$ cat src/rtl/tri_pixel_collector.sv
// Captures the rasterizer pixel stream into a 2**CW x 2**CW occupancy bitmap, counts distinct
// pixels, and unloads the bitmap row by row over valid/ready once the triangle ends.
module tri_pixel_collector #(
    parameter int unsigned CW = 3
) (
    input  logic                  clk,
    input  logic                  reset,
    input  logic                  po,
    input  logic [CW-1:0]         xo,
    input  logic [CW-1:0]         yo,
    input  logic                  tri_busy,
    input  logic                  clr,
    input  logic                  row_ready,
    output logic                  row_valid,
    output logic [CW-1:0]         row_idx,
    output logic [(1<<CW)-1:0]    row_data,
    output logic [2*CW:0]         pix_cnt,
    output logic                  done,
    output logic                  coll_busy,
    output logic                  drop_err
);

    localparam int unsigned GW = 1 << CW;

    localparam logic [1:0] StCollect = 2'd0;
    localparam logic [1:0] StDump    = 2'd1;
    localparam logic [1:0] StFin     = 2'd2;

    localparam logic [2*CW:0] CntOne  = 1;
    localparam logic [CW-1:0] LastRow = CW'(GW - 1);

    logic [1:0]                 state_q, state_d;
    logic [GW-1:0][GW-1:0]      bitmap_q, bitmap_d;
    logic [2*CW:0]              cnt_q, cnt_d;
    logic                       busy_q;
    logic                       row_valid_q, row_valid_d;
    logic [CW-1:0]              row_idx_q, row_idx_d;
    logic [GW-1:0]              row_data_q, row_data_d;
    logic [2*CW:0]              pix_cnt_q, pix_cnt_d;
    logic                       done_q, done_d;
    logic                       coll_busy_q, coll_busy_d;
    logic                       drop_err_q, drop_err_d;
    logic                       eot;
    logic [CW-1:0]              next_row;

    assign eot      = busy_q & ~tri_busy;
    assign next_row = row_idx_q + CW'(1);

    always_comb begin
        state_d     = state_q;
        bitmap_d    = bitmap_q;
        cnt_d       = cnt_q;
        row_valid_d = row_valid_q;
        row_idx_d   = row_idx_q;
        row_data_d  = row_data_q;
        pix_cnt_d   = pix_cnt_q;
        drop_err_d  = drop_err_q;
        done_d      = 1'b0;

        unique case (state_q)
            StCollect: begin
                if (clr) begin
                    bitmap_d = '0;
                    cnt_d    = '0;
                end else if (po) begin
                    bitmap_d[yo][xo] = 1'b1;
                    if (!bitmap_q[yo][xo]) begin
                        cnt_d = cnt_q + CntOne;
                    end
                end
                // Snapshot uses next-state values so a same-cycle pixel is included.
                if (eot) begin
                    state_d     = StDump;
                    pix_cnt_d   = cnt_d;
                    row_idx_d   = '0;
                    row_valid_d = 1'b1;
                    row_data_d  = bitmap_d[0];
                end
            end
            StDump: begin
                if (po) begin
                    drop_err_d = 1'b1;
                end
                if (row_valid_q && row_ready) begin
                    if (row_idx_q == LastRow) begin
                        state_d     = StFin;
                        row_valid_d = 1'b0;
                        row_idx_d   = '0;
                        row_data_d  = '0;
                        done_d      = 1'b1;
                    end else begin
                        row_idx_d  = next_row;
                        row_data_d = bitmap_q[next_row];
                    end
                end
            end
            StFin: begin
                if (po) begin
                    drop_err_d = 1'b1;
                end
                bitmap_d = '0;
                cnt_d    = '0;
                state_d  = StCollect;
            end
            default: begin
                state_d = StCollect;
            end
        endcase

        coll_busy_d = (state_d != StCollect);
    end

    always_ff @(posedge clk or posedge reset) begin
        if (reset) begin
            state_q     <= StCollect;
            bitmap_q    <= '0;
            cnt_q       <= '0;
            busy_q      <= 1'b0;
            row_valid_q <= 1'b0;
            row_idx_q   <= '0;
            row_data_q  <= '0;
            pix_cnt_q   <= '0;
            done_q      <= 1'b0;
            coll_busy_q <= 1'b0;
            drop_err_q  <= 1'b0;
        end else begin
            state_q     <= state_d;
            bitmap_q    <= bitmap_d;
            cnt_q       <= cnt_d;
            busy_q      <= tri_busy;
            row_valid_q <= row_valid_d;
            row_idx_q   <= row_idx_d;
            row_data_q  <= row_data_d;
            pix_cnt_q   <= pix_cnt_d;
            done_q      <= done_d;
            coll_busy_q <= coll_busy_d;
            drop_err_q  <= drop_err_d;
        end
    end

    assign row_valid = row_valid_q;
    assign row_idx   = row_idx_q;
    assign row_data  = row_data_q;
    assign pix_cnt   = pix_cnt_q;
    assign done      = done_q;
    assign coll_busy = coll_busy_q;
    assign drop_err  = drop_err_q;

endmodule

$ cat config.mk
export PLATFORM = sky130hd
export DESIGN_NAME = tri_pixel_collector
export DESIGN_NICKNAME = d
export VERILOG_FILES = /design/src/rtl/tri_pixel_collector.sv
export SDC_FILE = /design/constraint.sdc
export NUM_CORES = 1
export LEC_CHECK = 0
export ABC_AREA = 0
export BUFFER_PORTS_ARGS = -buffer_cell sky130_fd_sc_hd__buf_4
export CORE_UTILIZATION = 65
export CTS_CLUSTER_DIAMETER = 200
export DETAILED_ROUTE_END_ITERATION = 12
export GPL_TIMING_DRIVEN = 0
export HOLD_SLACK_MARGIN = 0.03
export PLACE_DENSITY = 0.94
export SYNTH_ARGS = -nofsm -noshare
export SYNTH_HDL_FRONTEND = slang
export SYNTH_SLANG_ARGS = --single-unit
$ cat constraint.sdc
create_clock -name clk -period 4.7 [get_ports clk]
set_clock_uncertainty 0.05 [all_clocks]
set_input_delay 0.94 -clock clk [delete_from_list [all_inputs] [get_ports clk]]
set_output_delay 0.94 -clock clk [all_outputs]
set_load 0.02 [all_outputs]
==> key figures, run 1 <==
STA
  – Fin crit share: between 70% and 80%
  – RSZ-0062 raised after global routing: no
  – Endpoints failing setup: 0
  – Fin. Hold Viols: 0
  – Setup_tns: 0 ns
  – Worst-margin pin slew: 1.31 ns
  – Worst slew margin: 11.8%
  – Final min period: 3.62 ns
  – Fin. max-slew vios: 0
  – Max Freq: between 200 and 300 MHz

Logic synthesis
  – Syn Std Cell Area: 5330 um^2
  – Main synth FF type: dfrtp_1
  – Number of synthesized flops with an enable pin: 0
  – Post-synthesis instance total: 535
  – Mean Syn Cell Area: between 9 and 10 um^2
  – Yosys cell types: 56
  – Seq/Total Area, Yosys: a little under half
  – Async S/R FF share, synth: 100%
  – Syn. warnings: 0
  – Mapped Nets: around 550
  – Flop and latch count out of synthesis: 96

Run
  – Max_cap viols: 0

Floorplan
  – Io pins: 34
  – Starting Density: 68.2%
  – Die Area: 8560 um^2
  – Die Span Y: 92.5 um
  – Die width: 92.5 um
  – Row count: 32
  – Area of the core: 7810 um^2

Layout
  – Area of the multi-input gates: 2690 um^2
  – Nets: between 500 and 600
  – # diodes: 0
  – Area grow syn2layout: 11.0%
  – Register Area: 2400 um^2
  – Layout cell share with drive strength beyond 1: 15.1%
  – Layout Utilization: 75.8%
  – # fillers: a little over 500
  – Final non-filler cell total: around 680

GRT
  – Met3 Use GR: 11.0%
  – First-pass GRT wire length: about 25000 um
  – Most used routing layer in global routing: met2
  – All-Layer GR Usage: 38.0%
  – Total grt overflow: 0
  – Met2 usage: roughly three fifths
  – Initial antenna violation count: 0
  – Largest net degree at the start of global routing: 64
  – M1 GR Usage: a little under half
  – Number of global-route vias before repair: 4910

Clock network
  – Cts hold-fix bufs: 0
  – Num CTS Buffers: 9
  – Reg clk slew, reported paths: around 0.1 ns
  – CTS sink count: between 90 and 100
  – Post-cts resize count: 0
  – CTS tree: built
  – CTS Buffer Depth: 2
  – Setup Buffers After CTS: 0
  – # H-tree levels: 3
  – Clock Tree Root: clkbuf_8
  – Worst-Skew Late Latency: 0.38 ns

Detailed routing
  – DRC: 0
  – Wire per inst: 22.5 um
  – Iteration-0 DRC Markers: ~540
  – Post-Route WL: 15400 um
  – Via count: 4922
  – DR vias/cell: between 7 and 8
  – Routed Antenna Nets: 0
  – DRT Pass-1 Iters: 6

Power and ir drop
  – Leak Pwr: 0.00254 uW
  – PD cells: approximately 430 nW/um^2
  – Peak VDD IR: roughly 0.27 mV

Worst setup path
  – Critical path peak fanout: 10
  – Startpoint Class: input pin
  – CP Capture Type: flop
  – Critical Path Slowest Stage Cell: clkbuf_1
  – Most common cell on crit path: clkbuf_1
  – Critical path arrival: 3.80 ns
  – Slowest stage delay, CP: 0.41 ns
  – CP required: ~5 ns
  – Worst setup path class: input pin to flop
  – Critical-path cell list: buf_6 -> buf_2 -> clkbuf_1 -> mux4_2 -> a22o_1 -> o21ai_0 -> and2_1 -> clkbuf_2 -> clkbuf_1 -> nand4_1 -> o311ai_0

Place
  – PortBufs: 29
  – Dpl hpwl: about 11000 um
  – Inst Count DP: 667
  – Gpl congestion: 0.940

Min path
  – HP Class: flop to flop

Outcome
  – Status: finished clean
[registers in the layout, summed over array words and instances (netlist names)]
name and count:
done 1, pix_cnt 7, cnt_q 7, row_valid 1
state_q 2, bitmap_q 64, busy_q 1, row_data 8
drop_err 1, coll_busy 1, row_idx 3
[per-stage QoR]
stage / hold WS, ns / total power (uW) / area [um^2] / setup slack, ns
3_5_place_dp: 0.411 / 1920 / 5700 / 0.789
5_1_grt: 0.456 / 2630 / 5910 / 0.881
4_1_cts: 0.430 / 2500 / 5910 / 1.16
2_1_floorplan: 0.421 / 1610 / 5330 / 1.20
3_3_place_gp: 0.390 / 1880 / 5670 / 0.162
6_report: 0.425 / 2530 / 5910 / 1.08
[area by class of cell]
type | instances | area share, %
Buffer | 44 | 3.09
Inverter | 13 | 0.867
Clock buffer | 10 | 2.33
Clock inverter | 6 | 1.25
Tap cell | 102 | 2.16
Timing Repair Buffer | 30 | 4.15
Multi-Input combinational cell | 382 | 45.5
Sequential cell | 96 | 40.6
[cell families (layout without fill, tap and decap cells)]
kind of cell | count (synthesis) | count (layout) | synth area share (%)
DFF | 96 | 96 | 45.1
AOI/OAI and AO/OA | 139 | 139 | 16.3
adders and majority gates | 6 | 6 | 1.41
muxes | 41 | 41 | 14.5
and+or+nand+nor | 196 | 196 | 18.3
buffers and inverters | 57 | 103 | 4.34
[Yosys cell counts, drive strengths merged (3+ instances only)]
master	count	area, um^2
and3b	5	43.8
a22o	3	26.3
o32a	9	90.1
buf	10	53.8
nor4	3	25.0
nand2	14	52.6
dfrtp	96	2400
ha	6	75.1
nand3b	6	45.0
nor3b	7	52.6
o311ai	5	43.8
mux4	27	627
nand4	8	50.1
inv	13	48.8
nand2b	12	75.1
and3	6	37.5
mux2	4	45.0
nor3	22	110
nand3	10	50.1
a21oi	81	405
nor2	90	338
a31oi	8	50.1
o21a	4	30.0
mux2i	10	100
clkbuf	34	129
o21ai	7	35.0
a221o	3	30.0
[cell usage in the layout (no fill, tap or decap), types with 4 or more instances in the layout]
master / count
nand4_1: 8
and3b_1: 5
mux4_2: 22
o21ai_0: 7
buf_1: 4
buf_4: 30
nand3b_1: 6
inv_1: 12
mux4_1: 5
mux2_2: 4
dfrtp_1: 96
o311ai_0: 5
o32a_1: 9
a21oi_1: 81
nor3_1: 22
clkbuf_1: 33
o21a_1: 4
clkbuf_8: 10
buf_2: 4
and3_1: 6
nand2b_1: 12
ha_1: 6
nor2_1: 90
mux2i_1: 10
a31oi_1: 8
nand2_1: 14
nor3b_1: 7
nand3_1: 10
[routing by layer]
metal / vias up / share of wire [%]
met5: - / 0
met4: 0 / 4.1
met3: 77 / 13
met2: 431 / 48
met1: 2355 / 35
li1: 2059 / -
[final timing paths]
check                           start     endpoint  slack (ns)  cells after the start
max                             yo[0]     cnt_q[5]        1.08                     11
max in group asynchronous       reset  bitmap_q[8]        3.42                      3
min in group asynchronous       reset   pix_cnt[6]        0.52                      2
min                          drop_err     drop_err        0.43                      1
max reg2reg                row_idx[1]  row_data[5]        1.56                      7
min reg2reg                  drop_err     drop_err        0.43                      1
[worst max-delay path: cells and delay by family]
| family | cells | cell delay [ns] |
|---|---|---|
| and+or+nand+nor | 2 | 0.35 |
| AOI/OAI and AO/OA | 3 | 0.72 |
| buffers and inverters | 5 | 1.42 |
| muxes | 1 | 0.37 |
[report_power, final]
part	leakage (uW)	switching, uW	internal (uW)
Clock	0.000101	317	268
Combinational	0.00114	617	326
Sequential	0.00130	79.3	926
No activity file was read; power rests on OpenSTA's default activity.
==> run 2: changes to the inputs <==
Settings changed: ABC_AREA 0 to 1, CORE_UTILIZATION 65 to 61, PLACE_DENSITY 0.94 to 0.89.
Clock period 4.7 ns to 3.34 ns, I/O delays scaled along.
==> run 2 against run 1 <==
Critical path depth fell by 3. Core utilization fell by 6.7 points. Critical endpoint is now bitmap_q[12]. Non-clock buffer count fell by 6. Worst hold slack got worse by 0.098 ns. Combinational power rose by 87%.
==> key figures, run 2 <==
Clock network
  – Post-cts resize count: 0
  – CTS Buffer Depth: 2
  – CTS sink count: 96
  – Reg clk slew, reported paths: 0.10 ns
  – Worst-Skew Late Latency: 0.37 ns
  – Clock Tree Root: clkbuf_8
  – Num CTS Buffers: 9
  – Setup Buffers After CTS: 0
  – # H-tree levels: 3
  – CTS tree: built
  – Cts hold-fix bufs: 0

Floorplan
  – Starting Density: 62.7%
  – Io pins: 34
  – Die width: ~96 um
  – Row count: 34
  – Die Span Y: 96.5 um
  – Die Area: between 9000 and 10000 um^2
  – Area of the core: approximately 8700 um^2

Detailed routing
  – Routed Antenna Nets: 0
  – DRT Pass-1 Iters: 5
  – Post-Route WL: 17700 um
  – DRC: 0
  – Wire per inst: 19.3 um
  – Via count: ~5600
  – DR vias/cell: 6.08
  – Iteration-0 DRC Markers: 481

Power and ir drop
  – Peak VDD IR: around 0.29 mV
  – Leak Pwr: 0.00279 uW
  – Net Sw Frac: approximately 46%
  – Internal power: between 2000 and 2500 uW
  – Net Sw Power: between 1500 and 2000 uW
  – PD cells: roughly 650 nW/um^2
  – Clock group share of total power: 18.3%
  – Combinational share of power: between 40% and 50%
  – Power consumption: 3880 uW
  – Sequential power share: 36.4%

STA
  – Worst slew margin: 5.44%
  – PnR worst setup slack: 0.281 ns
  – Fin. max-slew vios: 0
  – RSZ-0062 raised after global routing: no
  – Fin crit share: ~90%
  – Endpoints failing setup: 0
  – Fin. Hold Viols: 0
  – Max Freq: 327 MHz
  – Worst-margin pin slew: 1.41 ns
  – Final min period: around 3.1 ns

Logic synthesis
  – Post-synthesis instance total: 760
  – Async S/R FF share, synth: 100%
  – Largest area contributor in the synthesized netlist: dfrtp_1
  – Mean Syn Cell Area: between 7 and 8 um^2
  – Syn Std Cell Area: 5440 um^2
  – Synth top area share: 44.1%
  – Synth top cells by count: nand2_1 (228), dfrtp_1 (96), inv_1 (94), a21oi_1 (91), o21ai_0 (59)
  – Seq/Total Area, Yosys: about 44%
  – Main synth FF type: dfrtp_1
  – Synth area leaders: dfrtp_1 (44%), nand2_1 (16%), a21oi_1 (8.4%)
  – Syn. warnings: 0
  – Yosys cell types: 29
  – Most common cell in the netlist: nand2_1
  – Number of synthesized flops with an enable pin: 0
  – Mapped Nets: between 700 and 800
  – Flop and latch count out of synthesis: between 90 and 100

Layout
  – Layout cell share with drive strength beyond 1: 9.31%
  – # fillers: 739
  – Layout Utilization: 69.1%
  – Commonest non-fill, non-tap cell in the layout: nand2_1
  – Register Area: 2400 um^2
  – Area of the multi-input gates: 2470 um^2
  – # diodes: 0
  – Nets: 819
  – Area grow syn2layout: 10.2%
  – Most frequent cells in the layout: nand2_1 (228), dfrtp_1 (96), inv_1 (93)
  – Largest reg by FF count: bitmap_q
  – Max FFs per register: 64

Worst setup path
  – CP required: 3.58 ns
  – Critical path peak fanout: 10
  – Worst setup path class: flop to flop
  – CP Capture Type: flop
  – Critical path arrival: 3.30 ns
  – Startpoint Class: flop
  – Reg2reg path depth: 8

Place
  – Pre-CTS setup slack: around 0.51 ns
  – PortBufs: 29
  – Gpl congestion: 0.985
  – Dpl hpwl: 12600 um

GRT
  – Number of global-route vias before repair: ~5100
  – Initial antenna violation count: 0
  – Total grt overflow: 0
  – First-pass GRT wire length: 26600 um
  – All-Layer GR Usage: 39.6%
  – Largest net degree at the start of global routing: approximately 50

Outcome
  – Status: finished clean

Run
  – Max_cap viols: 0

Min path
  – HP Class: input pin to async pin
## run 2: cell types whose count changed in the layout (fill, tap and decap cells not counted), moves of 10 or more
cell,change
nor2_1,-55
clkbuf_1,-10
nor3_1,-15
mux4_2,-22
o21ai_0,+52
o21ai_1,+12
nand3_1,+30
o211ai_1,+11
inv_1,+81
a21oi_1,+10
nand2b_1,-12
nand2_1,+214
mux2i_1,-10
## run 2: final timing paths
kind,slack (ns),end,start
worst max-delay path,0.28,bitmap_q[12],state_q[1]
worst min-delay path,0.33,bitmap_q[39],reset
worst max register to register,0.28,bitmap_q[12],state_q[1]
worst min register to register,0.43,drop_err,drop_err
max in group asynchronous,2.24,row_valid,reset
min in group clk,0.37,busy_q,tri_busy
## run 2: cell families (layout without fill, tap and decap cells)
kind of cell	after synthesis	count (layout)	synth area share [%]
simple gates	330	330	25.4
buf+inv	138	184	10.5
compound gates	190	190	18.6
flops	96	96	44.1
fa+ha+maj	6	6	1.38
## run 2: worst max-delay path, stage by stage, from the launching register on
cell	delay, ns
dfrtp_1	0.42
inv_1	0.11
ha_1	0.28
nor2_1	0.19
inv_2	0.24
o31ai_2	0.24
nor4_1	1.11
nand2_1	0.13
a21oi_1	0.18
## run 2: layout make-up
type,instances,share of cell area (%)
inverter,100,6.30
clock buffer,10,2.13
buffer,38,3.30
sequential,96,40.1
tap,108,2.25
timing repair buffer,30,4.09
multi-input combinational,526,41.2
clock inverter,6,0.709
## run 2: metrics by stage
| stage | std cells | TNS (ns) | hold WS (ns) | instance area [um^2] |
|---|---|---|---|---|
| CTS | 914 | 0 | 0.356 | 6000 |
| global route | 914 | 0 | 0.365 | 6000 |
| finish | 914 | 0 | 0.327 | 6000 |
| detailed placement | 898 | 0 | 0.404 | 5830 |
| floorplan | 760 | 0 | 0.422 | 5440 |
| global placement | 897 | -89.16 | 0.395 | 5800 |
## run 2: per-layer routing
metal | vias up | wire, um | global-route usage, %
met4 | 0 | 819 | 21.8
met5 | - | 0 | 0
li1 | 2543 | - | -
met2 | 352 | 8260 | 63.3
met3 | 70 | 1760 | 7.36
met1 | 2588 | 6820 | 50.6
## run 2: power groups by stage
stage / clock (uW) / combinational (uW) / sequential (uW)
2_1_floorplan: 0 / 971 / 1520
4_1_cts: 707 / 1690 / 1410
6_report: 709 / 1760 / 1410
3_5_place_dp: 0 / 1690 / 1430
3_3_place_gp: 0 / 1640 / 1420
5_1_grt: 751 / 1880 / 1430
==> run 3: changes to the inputs <==
Settings changed: PLACE_DENSITY 0.89 to 0.79.
==> run 3 against run 2 <==
Clock power increased by 10%. Non-clock buffer count did not move. Cell count unchanged.
==> key figures, run 3 (same netlist as run 2, synthesis figures left out) <==
Power and ir drop
  – Leak Pwr: ~0.0028 uW
  – Peak VDD IR: 0.269 mV
  – Internal power: 2160 uW
  – Net Sw Power: 1750 uW
  – Clock group share of total power: 20.0%
  – Sequential power share: 36.0%
  – Power consumption: 3920 uW
  – Combinational share of power: 44.0%
  – PD cells: 650 nW/um^2
  – Net Sw Frac: 44.8%

Floorplan
  – Die width: 96.5 um
  – Die Span Y: approximately 96 um
  – Io pins: 34
  – Row count: 34
  – Starting Density: 62.7%
  – Area of the core: 8680 um^2
  – Die Area: 9310 um^2

Worst setup path
  – Reg2reg end: bitmap_q[57]
  – WP buf/inv: 2
  – Worst setup path class: flop to flop
  – Critical path peak fanout: 10
  – Critical-path cell list: inv_1 -> ha_1 -> nor2_1 -> inv_2 -> o31ai_2 -> nor3_1 -> nand2_1 -> a21oi_1
  – Slowest stage delay, CP: 1.01 ns
  – CP Capture Type: flop
  – Delay-heaviest family, CP: simple AND/OR/NAND/NOR gates
  – Internal reg-to-reg setup slack: 0.49 ns
  – Startpoint Class: flop
  – Critical path arrival: 3.09 ns
  – Reg2reg path depth: 8
  – R2r startpoint: state_q[1]
  – CP required: 3.58 ns
  – Critical Path Slowest Stage Cell: nor3_1

GRT
  – Number of global-route vias before repair: ~5000
  – All-Layer GR Usage: between 30% and 40%
  – Total grt overflow: 0
  – Initial antenna violation count: 0
  – M1 GR Usage: 50.3%
  – Most used routing layer in global routing: met2
  – First-pass GRT wire length: 26500 um
  – Largest net degree at the start of global routing: 52
  – Met3 Use GR: 6.81%
  – Met2 usage: around 62%

Layout
  – Nets: just over 800
  – Max FFs per register: 64
  – Final non-filler cell total: 914
  – # diodes: 0
  – Final Cell Area: 6020 um^2
  – # fillers: slightly below 800
  – Commonest non-fill, non-tap cell in the layout: nand2_1
  – Area grow syn2layout: 10.6%
  – Layout cell share with drive strength beyond 1: a little under a tenth
  – Most frequent cells in the layout: nand2_1 (228), dfrtp_1 (96), inv_1 (93)
  – Largest reg by FF count: bitmap_q

Clock network
  – Setup Buffers After CTS: 0
  – CTS Buffer Depth: 2
  – Worst-Skew Late Latency: 0.38 ns
  – # H-tree levels: 3
  – CTS tree: built
  – Reg clk slew, reported paths: 0.10 ns
  – Cts hold-fix bufs: 0
  – CTS sink count: 96
  – Num CTS Buffers: 9
  – Post-cts resize count: 0
  – Clock Tree Root: clkbuf_8

Place
  – Gpl congestion: 1.01
  – Inst Count DP: 898
  – DP Area: 5830 um^2
  – Dpl hpwl: 12200 um
  – PortBufs: 29

STA
  – Worst slew margin: 15.6%
  – Endpoints failing setup: 0
  – RSZ-0062 raised after global routing: no
  – Worst-margin pin slew: roughly 1.3 ns
  – Final min period: 2.85 ns
  – Fin. max-slew vios: 0
  – Final Hold Slack: ~0.30 ns
  – Fin. Hold Viols: 0
  – Fin crit share: 85.4%
  – Max Freq: 350 MHz

Run
  – Max_cap viols: 0

Detailed routing
  – DRC: 0
  – DR vias/cell: roughly 6.1
  – Routed Antenna Nets: 0
  – Post-Route WL: around 17000 um
  – Iteration-0 DRC Markers: 548
  – Via count: 5565
  – DRT Pass-1 Iters: 8
  – Wire per inst: 18.7 um

Outcome
  – Status: finished clean

Min path
  – HP Class: input pin to async pin
## run 3: routing by layer
layer	routed length, um	vias up
met5	0	-
met4	899	0
met3	1580	71
met2	7860	340
met1	6790	2610
li1	-	2544
## run 3: layout make-up
class,count,area (um^2),area share [%]
clock buffer,9,124,2.06
buffer,38,198,3.28
inverter,100,378,6.27
sequential,96,2400,39.9
tap,108,135,2.24
timing repair buffer,30,245,4.07
clock inverter,7,71.3,1.18
multi-input combinational,526,2470,41.0
## run 3: through the flow
stage / TNS [ns] / utilization [%] / setup slack (ns)
3_5_place_dp: 0 / 67.1 / 0.568
4_1_cts: 0 / 69.4 / 0.602
2_1_floorplan: 0 / - / 0.117
3_3_place_gp: -90.07 / 66.8 / -0.944
6_report: 0 / 69.4 / 0.487
5_1_grt: 0 / 69.4 / 0.330
## run 3: power by group through the flow
stage / logic, uW / clock network (uW) / registers (uW)
floorplan: 971 / 0 / 1520
global placement: 1620 / 0 / 1420
detailed placement: 1670 / 0 / 1430
CTS: 1680 / 778 / 1410
global route: 1870 / 825 / 1430
finish: 1720 / 783 / 1410
## run 3: worst max path at each step
| stage | cells after the start | slack, ns | end | start |
|---|---|---|---|---|
| finish | 8 | 0.49 | bitmap_q[57] | state_q[1] |
| detailed placement | 12 | 0.57 | pix_cnt[1] | xo[0] |
| floorplan | 1 | 0.12 | bitmap_q[0] | reset |
| CTS | 8 | 0.60 | bitmap_q[59] | state_q[1] |
| global route | 8 | 0.33 | bitmap_q[10] | state_q[1] |
| global placement | 2 | -0.94 | bitmap_q[27] | reset |
